**src/rtl/pe_share_arbiter.sv**
```systemverilog
// pe_share_arbiter
// Two requesters share a single accumulate PE. One requester owns the PE for
// a whole burst: its operand beats are forwarded (one cycle late) to the PE,
// the PE is then drained, and the captured result and beat count are returned
// to the owner with a one-cycle response strobe.
//
// Build option: define PE_ARB_RR_EN to break request ties round-robin.
// Without it, requester 0 always wins a tie and no pointer state exists.

module pe_share_arbiter (
    input  logic        clk,
    input  logic        rst,

    input  logic        r0_req_i,
    input  logic        r1_req_i,
    output logic        r0_gnt_o,
    output logic        r1_gnt_o,

    input  logic        r0_vld_i,
    input  logic [15:0] r0_a_i,
    input  logic [15:0] r0_b_i,
    input  logic        r0_last_i,
    input  logic        r1_vld_i,
    input  logic [15:0] r1_a_i,
    input  logic [15:0] r1_b_i,
    input  logic        r1_last_i,

    output logic        pe_ctrl_o,
    output logic [15:0] pe_wgt_o,
    output logic [15:0] pe_ipt_o,
    input  logic [15:0] pe_result_i,
    input  logic        pe_finish_i,

    output logic [15:0] rsp_data_o,
    output logic [7:0]  rsp_len_o,
    output logic        r0_rsp_vld_o,
    output logic        r1_rsp_vld_o,
    output logic        busy_o
);

    typedef enum logic [1:0] {
        ST_IDLE   = 2'd0,
        ST_STREAM = 2'd1,
        ST_DRAIN  = 2'd2,
        ST_RESP   = 2'd3
    } state_e;

    // Control state
    state_e      state_q;
    logic        owner_q;      // 0 = requester 0, 1 = requester 1
    logic [7:0]  beat_q;
`ifdef PE_ARB_RR_EN
    logic        rr_ptr_q;     // requester that wins the next tie
`endif

    // Registered outputs
    logic        r0_gnt_q;
    logic        r1_gnt_q;
    logic        pe_ctrl_q;
    logic [15:0] pe_wgt_q;
    logic [15:0] pe_ipt_q;
    logic [15:0] rsp_data_q;
    logic [7:0]  rsp_len_q;
    logic        r0_rsp_vld_q;
    logic        r1_rsp_vld_q;
    logic        busy_q;

    // Combinational helpers
    logic        any_req;
    logic        win_d;
    logic        own_vld;
    logic        own_last;
    logic [15:0] own_a;
    logic [15:0] own_b;
    logic [7:0]  beat_d;

    // Pick the requester that gets the next burst
    always_comb begin
        any_req = r0_req_i | r1_req_i;
`ifdef PE_ARB_RR_EN
        win_d   = (r0_req_i && r1_req_i) ? rr_ptr_q : ~r0_req_i;
`else
        win_d   = ~r0_req_i;
`endif
    end

    // Steer the owner's beat signals; the other side is never observed
    always_comb begin
        own_vld  = owner_q ? r1_vld_i  : r0_vld_i;
        own_last = owner_q ? r1_last_i : r0_last_i;
        own_a    = owner_q ? r1_a_i    : r0_a_i;
        own_b    = owner_q ? r1_b_i    : r0_b_i;
    end

    // Beat count increment, pinned at 255 so long bursts report saturation
    always_comb begin
        beat_d = (beat_q == 8'hFF) ? beat_q : beat_q + 8'd1;
    end

    // Burst FSM; all outputs are registered here
    always_ff @(posedge clk or negedge rst) begin
        if (!rst) begin
            state_q      <= ST_IDLE;
            owner_q      <= 1'b0;
            beat_q       <= 8'd0;
`ifdef PE_ARB_RR_EN
            rr_ptr_q     <= 1'b0;
`endif
            r0_gnt_q     <= 1'b0;
            r1_gnt_q     <= 1'b0;
            pe_ctrl_q    <= 1'b0;
            pe_wgt_q     <= 16'd0;
            pe_ipt_q     <= 16'd0;
            rsp_data_q   <= 16'd0;
            rsp_len_q    <= 8'd0;
            r0_rsp_vld_q <= 1'b0;
            r1_rsp_vld_q <= 1'b0;
            busy_q       <= 1'b0;
        end else begin
            // PE is flushed with zero operands unless a beat is forwarded
            pe_ctrl_q    <= 1'b0;
            pe_wgt_q     <= 16'd0;
            pe_ipt_q     <= 16'd0;
            r0_rsp_vld_q <= 1'b0;
            r1_rsp_vld_q <= 1'b0;

            case (state_q)
                ST_IDLE: begin
                    if (any_req) begin
                        owner_q  <= win_d;
                        r0_gnt_q <= ~win_d;
                        r1_gnt_q <= win_d;
                        beat_q   <= 8'd0;
                        busy_q   <= 1'b1;
                        state_q  <= ST_STREAM;
                    end
                end

                ST_STREAM: begin
                    // Dropping req here is deliberately ignored; only last ends a burst
                    if (own_vld) begin
                        pe_ctrl_q <= 1'b1;
                        pe_wgt_q  <= own_a;
                        pe_ipt_q  <= own_b;
                        beat_q    <= beat_d;
                        if (own_last) begin
                            r0_gnt_q <= 1'b0;
                            r1_gnt_q <= 1'b0;
                            state_q  <= ST_DRAIN;
                        end
                    end
                end

                ST_DRAIN: begin
                    if (pe_finish_i) begin
                        rsp_data_q   <= pe_result_i;
                        rsp_len_q    <= beat_q;
                        r0_rsp_vld_q <= ~owner_q;
                        r1_rsp_vld_q <= owner_q;
                        state_q      <= ST_RESP;
                    end
                end

                ST_RESP: begin
                    busy_q  <= 1'b0;
                    state_q <= ST_IDLE;
`ifdef PE_ARB_RR_EN
                    rr_ptr_q <= ~owner_q;
`endif
                end

                default: begin
                    r0_gnt_q <= 1'b0;
                    r1_gnt_q <= 1'b0;
                    busy_q   <= 1'b0;
                    state_q  <= ST_IDLE;
                end
            endcase
        end
    end

    assign r0_gnt_o     = r0_gnt_q;
    assign r1_gnt_o     = r1_gnt_q;
    assign pe_ctrl_o    = pe_ctrl_q;
    assign pe_wgt_o     = pe_wgt_q;
    assign pe_ipt_o     = pe_ipt_q;
    assign rsp_data_o   = rsp_data_q;
    assign rsp_len_o    = rsp_len_q;
    assign r0_rsp_vld_o = r0_rsp_vld_q;
    assign r1_rsp_vld_o = r1_rsp_vld_q;
    assign busy_o       = busy_q;

endmodule

```
**config.mk**
```make
export PLATFORM = sky130hd
export DESIGN_NAME = pe_share_arbiter
export DESIGN_NICKNAME = d
export VERILOG_FILES = /design/src/rtl/pe_share_arbiter.sv
export SDC_FILE = /design/constraint.sdc
export NUM_CORES = 1
export LEC_CHECK = 0
export CORE_ASPECT_RATIO = 1.2
export CORE_MARGIN = 2
export CORE_UTILIZATION = 37
export DETAILED_ROUTE_END_ITERATION = 10
export PLACE_DENSITY_LB_ADDON = 0.05
export SLEW_MARGIN = 20
export SYNTH_ARGS = -nofsm -noshare
export SYNTH_HDL_FRONTEND = slang
export SYNTH_SLANG_ARGS = --single-unit
```
**constraint.sdc**
```tcl
create_clock -name clk -period 1.6 [get_ports clk]
set_clock_uncertainty 0.05 [all_clocks]
set_input_delay 0.24 -clock clk [delete_from_list [all_inputs] [get_ports clk]]
set_output_delay 0.24 -clock clk [all_outputs]
set_load 0.02 [all_outputs]
```
==> results of run 1 <==
[power breakdown]
part	total [mW]	internal, mW	switching (mW)
Combinational	4.08	2.10	1.98
Sequential	2.60	2.36	0.235
Clock	1.28	0.600	0.684
[state kept, by name (all words and copies together) (netlist names)]
name	cells
pe_ctrl_o	1
rsp_data_o	16
busy_o	1
pe_wgt_o	16
r0_rsp_vld_o	1
r0_gnt_o	1
state_q	2
rsp_len_o	8
r1_gnt_o	1
pe_ipt_o	16
beat_q	8
owner_q	1
r1_rsp_vld_o	1
[how the worst max path moves through the flow]
stage,startpoint,endpoint,slack (ns),cells after the start
finish,state_q[0],state_q[1],-0.05,6
global route,state_q[0],state_q[1],-0.1,6
CTS,state_q[1],beat_q[3],-0.02,6
detailed placement,r0_vld_i,beat_q[1],-0.13,6
global placement,r0_vld_i,beat_q[0],-0.12,5
floorplan,state_q[1],state_q[1],-0.12,7
[cell type report]
type | count | area share (%)
clock buffers | 11 | 2.65
clock inverters | 5 | 0.610
inverters | 7 | 0.492
multi-input cells | 159 | 24.3
flip-flops and latches | 73 | 34.3
well taps | 114 | 2.67
repair buffers | 183 | 35.1
[cell families after synthesis]
family	synth area share (%)
simple gates	9.76
mux	20.8
fa+ha+maj	2.00
buf+inv	2.76
compound gates	6.28
flops	58.4
[stage by stage]
stage	TNS [ns]	hold slack (ns)	util, %	area (µm²)
6_report	-0.0869	0.257	65.5	5340
5_1_grt	-1.38	0.262	65.5	5340
4_1_cts	-0.0335	0.250	63.0	5140
3_5_place_dp	-1.41	0.0869	60.7	4950
3_3_place_gp	-2.27	0.0918	60.7	4950
2_1_floorplan	-0.231	-0.106	-	3140
[worst max-delay path, stage by stage (launching register included)]
cell     delay [ns]
dfrtp_1        0.43
inv_2          0.08
ha_4           0.17
nor3b_4        0.15
a31o_4         0.23
a21oi_4        0.14
mux2_4         0.31
[per-layer routing]
metal  vias to the layer above  global-route usage (%)  routed length, µm
met5                         -                       0                  0
met4                         0                    9.12                194
met3                        14                    5.77                644
met2                       109                    30.0               4260
met1                      1248                    19.0               2970
li1                       1229                       -                  -
[layout by cell type (no fill, tap or decap), types with 3 or more instances in the layout]
cell type	n
ha_4	3
clkdlybuf4s50_1	95
dlymetal6s2s_1	29
clkbuf_8	10
buf_12	3
dlygate4sd2_1	25
dfrtp_1	72
a21oi_1	5
inv_1	5
buf_4	26
mux2i_1	35
a31oi_1	5
nand2_1	11
clkinvlp_4	3
nor2_1	38
nand3_1	5
o21ai_0	7
mux2_2	24
[what timing repair did]
action	CTS	global route
gates cloned	0	3
setup buffers	2	1
setup endpoints to repair	34	68
hold buffers	1	0
hold endpoints to repair	17	0
resized for setup	30	43
pin swaps	0	1
==> metrics.txt, run 1 <==
# TYPE chip_impl_metric gauge
chip_impl_metric{name="timing.final.max_slew_violations",unit=""} 0
chip_impl_metric{name="die_height",unit="µm"} 105
chip_impl_metric{name="layout-drive-gt1-share",unit="%"} 21.7
chip_impl_metric{name="fin_total_pwr",unit="mW"} 7.97
chip_impl_metric{name="netlist.area_leader.share",unit="%"} 58.4
chip_impl_metric{name="syn-instance-count",unit=""} 250
chip_impl_info{name="setup.worst_path.end_class",value="flip-flop"} 1
chip_impl_metric{name="worst_pin_slew",unit="ns"} 0.399
chip_impl_info{name="origin_of_the_critical_flop_to_flop_path",value="state_q[0]"} 1
chip_impl_info{name="criticalPathCategory",value="flip-flop to flip-flop"} 1
chip_impl_metric{name="p_leak",unit="nW"} 2.93
chip_impl_metric{name="number_of_nets_at_the_end_of_the_flow",unit=""} 527
chip_impl_info{name="setup.worst_path.start_class",value="flip-flop"} 1
chip_impl_metric{name="ir_worst_vdd",unit="V"} 0.000568
chip_impl_metric{name="global_route_wire_length_before_repair",unit="µm"} 12400
chip_impl_metric{name="floorplan.die.width",unit="µm"} 87.9
chip_impl_metric{name="yosys_register_bits",unit=""} 73
chip_impl_info{name="yosys_most_used_dff",value="dfrtp_1"} 1
chip_impl_metric{name="fmax",unit="MHz"} 605
chip_impl_metric{name="first_global_vias",unit=""} 2677
chip_impl_metric{name="rows",unit=""} 36
chip_impl_metric{name="track_usage",unit="%"} 17.6
chip_impl_metric{name="synth_edf_count",unit=""} 0
chip_impl_metric{name="final_weighted_congestion_in_routability_driven_placement",unit=""} 0.804
chip_impl_metric{name="place_hpwl",unit="µm"} 5860
chip_impl_info{name="buffer_type_at_the_clock_tree_root",value="clkbuf_8"} 1
chip_impl_info{name="holdCritPathClass",value="input port to asynchronous set/reset pin"} 1
chip_impl_metric{name="path_clk_slew",unit="ns"} 0.09
chip_impl_metric{name="dp.cells",unit=""} 529
chip_impl_metric{name="netlist_area",unit="µm²"} 3130
chip_impl_metric{name="core_area",unit="µm²"} 8150
chip_impl_metric{name="synth_area_per_cell",unit="µm²"} 12.5
chip_impl_metric{name="area.sequential",unit="µm²"} 1830
chip_impl_metric{name="postRouteWirelength",unit="µm"} 8070
chip_impl_metric{name="multiInputGateArea",unit="µm²"} 1290
chip_impl_metric{name="asyncSetResetFlopFracSynth",unit="%"} 100
chip_impl_metric{name="mappedNetlistNets",unit=""} 344
chip_impl_metric{name="grt_antenna_before_repair",unit=""} 0
chip_impl_metric{name="number_of_i_o_pins",unit=""} 151
chip_impl_info{name="top_count_cell_post_synth",value="dfrtp_1"} 1
chip_impl_info{name="grt_setup_unrepaired",value="yes"} 1
chip_impl_metric{name="stdcell_count",unit=""} 552
chip_impl_metric{name="timing.max_cap.violations",unit=""} 0
chip_impl_metric{name="port_buffers",unit=""} 150
chip_impl_metric{name="detailedRoute.firstIterationViolations",unit=""} 108
chip_impl_metric{name="ant_nets",unit=""} 0
chip_impl_metric{name="postLayoutSetupSlackWorst",unit="ns"} -0.0521
chip_impl_metric{name="post-route-min-period",unit="ns"} 1.65
chip_impl_metric{name="vias",unit=""} 2600
chip_impl_metric{name="setup_viols_final",unit=""} 3
chip_impl_metric{name="design.die.area",unit="µm²"} 9210
chip_impl_metric{name="max-clock-path-buffers",unit=""} 2
chip_impl_metric{name="number_of_cell_instances_on_the_worst_register_to_register_path",unit=""} 6
chip_impl_metric{name="cts-htree-levels",unit=""} 3
chip_impl_metric{name="clock_latency_late_sink",unit="ns"} 0.35
chip_impl_metric{name="avgRoutedWirePerCell",unit="µm"} 14.6
chip_impl_metric{name="netlist-cell-type-count",unit=""} 28
chip_impl_metric{name="drc",unit=""} 0
chip_impl_info{name="post_synth_most_frequent_cells",value="dfrtp_1 (73), nor2_1 (39), mux2i_1 (35)"} 1
chip_impl_metric{name="drt_pass1_iterations",unit=""} 4
chip_impl_metric{name="flow.area_growth_from_synthesis",unit="%"} 70.6
chip_impl_metric{name="fillCellCount",unit=""} 672
chip_impl_metric{name="power.density_cell_area",unit="nW/µm²"} 1490
chip_impl_metric{name="detail_routed_via_count_per_cell",unit=""} 4.71
chip_impl_info{name="ys_top_cells_by_area",value="dfrtp_1 (58%), mux2i_1 (11%), mux2_2 (8.6%), nor2_1 (4.7%), ha_1 (2.0%)"} 1
chip_impl_metric{name="hold_viol",unit=""} 0
chip_impl_metric{name="antenna_cells_inserted",unit=""} 0
chip_impl_info{name="crit-reg2reg-capture",value="state_q[1]"} 1
chip_impl_metric{name="ys_seq_area_share",unit="%"} 58.4
chip_impl_metric{name="timing.reg2reg.setup_slack",unit="ns"} -0.05
chip_impl_metric{name="cts_inserted_buffers",unit=""} 9
chip_impl_metric{name="pre_cts_ws",unit="ns"} -0.131
chip_impl_metric{name="cp.required",unit="ns"} 1.78
chip_impl_metric{name="yosysWarnings",unit=""} 0
chip_impl_metric{name="cp_max_fo",unit=""} 3
chip_impl_metric{name="globalRoute.totalOverflow",unit=""} 0
chip_impl_metric{name="slew-limit-headroom",unit="%"} 73.4
chip_impl_metric{name="clock_sinks",unit=""} 73
chip_impl_metric{name="initial_cell_density_of_the_core",unit="%"} 38.4
chip_impl_info{name="status",value="finished, violations left"} 1
chip_impl_metric{name="grt_max_degree",unit=""} 39
chip_impl_info{name="violations",value="negative setup slack"} 1
chip_impl_info{name="cell_accounting_for_the_most_synthesized_area",value="dfrtp_1"} 1
chip_impl_metric{name="arrival_time_of_the_worst_setup_path",unit="ns"} 1.83
chip_impl_info{name="cts_tree",value="done"} 1
chip_impl_metric{name="fin_crit_sh",unit="%"} 103
(Power assumes the default switching activity.)
==> run 2: changes to the inputs <==
ABC_CLOCK_PERIOD_IN_PS = 1600   (was default)
SKIP_CTS_REPAIR_TIMING = 1   (was default)
==> run 2 against run 1 <==
- the run still ends with negative setup slack left
- total power increased by 0.70%
- clock power is essentially flat
- sequential share of layout area down 0.56 points
- hold slack worse by 0.0032 ns
- setup slack better by 0.028 ns
- largest power group unchanged
- cell area increased by 1.7%
- clock-buffer cell count did not move
- final cell count down 0.18%
- global-route usage shrank 0.15 points
- wire length about the same
==> metrics.txt, run 2 (synthesized netlist as in run 1, its figures left out) <==
# TYPE chip_impl_metric gauge
chip_impl_info{name="buffer_type_at_the_clock_tree_root",value="clkbuf_8"} 1
chip_impl_metric{name="drc",unit=""} 0
chip_impl_metric{name="ant_nets",unit=""} 0
chip_impl_info{name="setup.worst_path.end_class",value="flip-flop"} 1
chip_impl_metric{name="timing.max_cap.violations",unit=""} 0
chip_impl_metric{name="area.sequential",unit="µm²"} 1830
chip_impl_info{name="layout.cells.most_common_list",value="clkdlybuf4s50_1 (95), dfrtp_1 (72), dlymetal6s2s_1 (54), nor2_1 (39), mux2i_1 (35)"} 1
chip_impl_info{name="holdCritPathClass",value="input port to asynchronous set/reset pin"} 1
chip_impl_metric{name="die_height",unit="µm"} 105
chip_impl_metric{name="cp.required",unit="ns"} 1.77
chip_impl_metric{name="ir_worst_vdd",unit="V"} 0.000573
chip_impl_metric{name="clock_latency_late_sink",unit="ns"} 0.35
chip_impl_metric{name="number_of_nets_at_the_end_of_the_flow",unit=""} 526
chip_impl_metric{name="timing.final.max_slew_violations",unit=""} 0
chip_impl_metric{name="port_buffers",unit=""} 150
chip_impl_metric{name="postRouteWirelength",unit="µm"} 8070
chip_impl_metric{name="fillCellCount",unit=""} 656
chip_impl_info{name="criticalPathCategory",value="flip-flop to flip-flop"} 1
chip_impl_metric{name="final_core_utilization",unit="%"} 66.5
chip_impl_metric{name="fin_crit_sh",unit="%"} 102
chip_impl_metric{name="place_hpwl",unit="µm"} 5860
chip_impl_metric{name="initial_cell_density_of_the_core",unit="%"} 38.4
chip_impl_metric{name="globalRoute.totalOverflow",unit=""} 0
chip_impl_info{name="setup.worst_path.start_class",value="flip-flop"} 1
chip_impl_metric{name="final_weighted_congestion_in_routability_driven_placement",unit=""} 0.804
chip_impl_metric{name="max-clock-path-buffers",unit=""} 2
chip_impl_info{name="mostFrequentLayoutCell",value="clkdlybuf4s50_1"} 1
chip_impl_metric{name="flow.area_growth_from_synthesis",unit="%"} 73.4
chip_impl_info{name="status",value="finished, violations left"} 1
chip_impl_metric{name="arrival_time_of_the_worst_setup_path",unit="ns"} 1.80
chip_impl_metric{name="stdcell_area",unit="µm²"} 5430
chip_impl_metric{name="worst_pin_slew",unit="ns"} 0.399
chip_impl_metric{name="cts_inserted_buffers",unit=""} 9
chip_impl_metric{name="postLayoutSetupSlackWorst",unit="ns"} -0.0241
chip_impl_metric{name="drt_pass1_iterations",unit=""} 4
chip_impl_metric{name="number_of_i_o_pins",unit=""} 151
chip_impl_metric{name="layout-drive-gt1-share",unit="%"} 21.1
chip_impl_metric{name="design.die.area",unit="µm²"} 9210
chip_impl_metric{name="slew-limit-headroom",unit="%"} 73.4
chip_impl_metric{name="core_area",unit="µm²"} 8150
chip_impl_metric{name="fmax",unit="MHz"} 616
chip_impl_metric{name="multiInputGateArea",unit="µm²"} 1290
chip_impl_metric{name="p_leak",unit="nW"} 3.20
chip_impl_info{name="grt_setup_unrepaired",value="yes"} 1
chip_impl_metric{name="cts-htree-levels",unit=""} 3
chip_impl_metric{name="post-route-min-period",unit="ns"} 1.62
chip_impl_metric{name="grt_antenna_before_repair",unit=""} 0
chip_impl_metric{name="vias",unit=""} 2570
chip_impl_info{name="cts_tree",value="done"} 1
chip_impl_metric{name="path_clk_slew",unit="ns"} 0.09
chip_impl_metric{name="rows",unit=""} 36
chip_impl_metric{name="floorplan.die.width",unit="µm"} 87.9
chip_impl_metric{name="cp_max_fo",unit=""} 5
chip_impl_metric{name="grt_max_degree",unit=""} 39
chip_impl_metric{name="setup_viols_final",unit=""} 1
chip_impl_metric{name="detail_routed_via_count_per_cell",unit=""} 4.66
chip_impl_metric{name="avgRoutedWirePerCell",unit="µm"} 14.6
chip_impl_metric{name="placedInstanceArea",unit="µm²"} 4950
chip_impl_metric{name="antenna_cells_inserted",unit=""} 0
chip_impl_metric{name="detailedRoute.firstIterationViolations",unit=""} 86
chip_impl_metric{name="global_route_wire_length_before_repair",unit="µm"} 12300
chip_impl_metric{name="clock_sinks",unit=""} 73
chip_impl_info{name="violations",value="negative setup slack"} 1
chip_impl_metric{name="track_usage",unit="%"} 17.5
chip_impl_metric{name="hold_viol",unit=""} 0
chip_impl_metric{name="power.density_cell_area",unit="nW/µm²"} 1480
chip_impl_metric{name="first_global_vias",unit=""} 2643
run 2: final timing paths:
| kind | start | end | slack [ns] | depth (start not counted) |
|---|---|---|---|---|
| max | state_q[0] | state_q[1] | -0.02 | 6 |
| min | rst | rsp_len_o[5] | 0.25 | 2 |
| max reg2reg | state_q[0] | state_q[1] | -0.02 | 6 |
| min reg2reg | rsp_len_o[1] | rsp_len_o[1] | 0.43 | 2 |
| max in group asynchronous | rst | pe_wgt_o[1] | 0.70 | 3 |
| min in group clk | rsp_len_o[1] | rsp_len_o[1] | 0.43 | 2 |
run 2: routing by layer:
| layer | GRT usage, % | routed length [µm] | vias to the layer above |
|---|---|---|---|
| met1 | 19.0 | 3020 | 1237 |
| met5 | 0 | 0 | - |
| li1 | - | - | 1225 |
| met4 | 8.57 | 158 | 0 |
| met3 | 5.77 | 613 | 12 |
| met2 | 29.8 | 4280 | 96 |
run 2: final cells by class:
cell class	count	area share [%]
Tap cell	114	2.63
Multi-Input combinational cell	159	23.8
Sequential cell	73	33.7
Inverter	7	0.484
Timing Repair Buffer	182	36.2
Clock buffer	11	2.61
Clock inverter	5	0.600
run 2: power breakdown:
group	total (mW)	internal, mW	switching (mW)
sequential	2.59	2.36	0.228
combinational	4.16	2.18	1.98
clock	1.27	0.600	0.671
total	8.02	5.14	2.88
run 2: stage by stage:
step                TNS, ns  hold WS (ns)  total power, mW  setup WS [ns]  instances
finish              -0.0241         0.254             8.02        -0.0241        551
global route         -0.358         0.264             8.54        -0.0823        551
CTS                  -0.770        -0.301             7.92        -0.0752        545
detailed placement    -1.41        0.0869             6.62         -0.131        529
global placement      -2.27        0.0918             6.55         -0.122        529
floorplan            -0.231        -0.106             4.82         -0.117        250
run 2: critical path: stages, from the launching register on:
cell and delay [ns]:
dfrtp_1 0.39, inv_2 0.07, ha_4 0.18, nor3b_4 0.16, a31o_4 0.23, a21oi_4 0.14
mux2_4 0.31
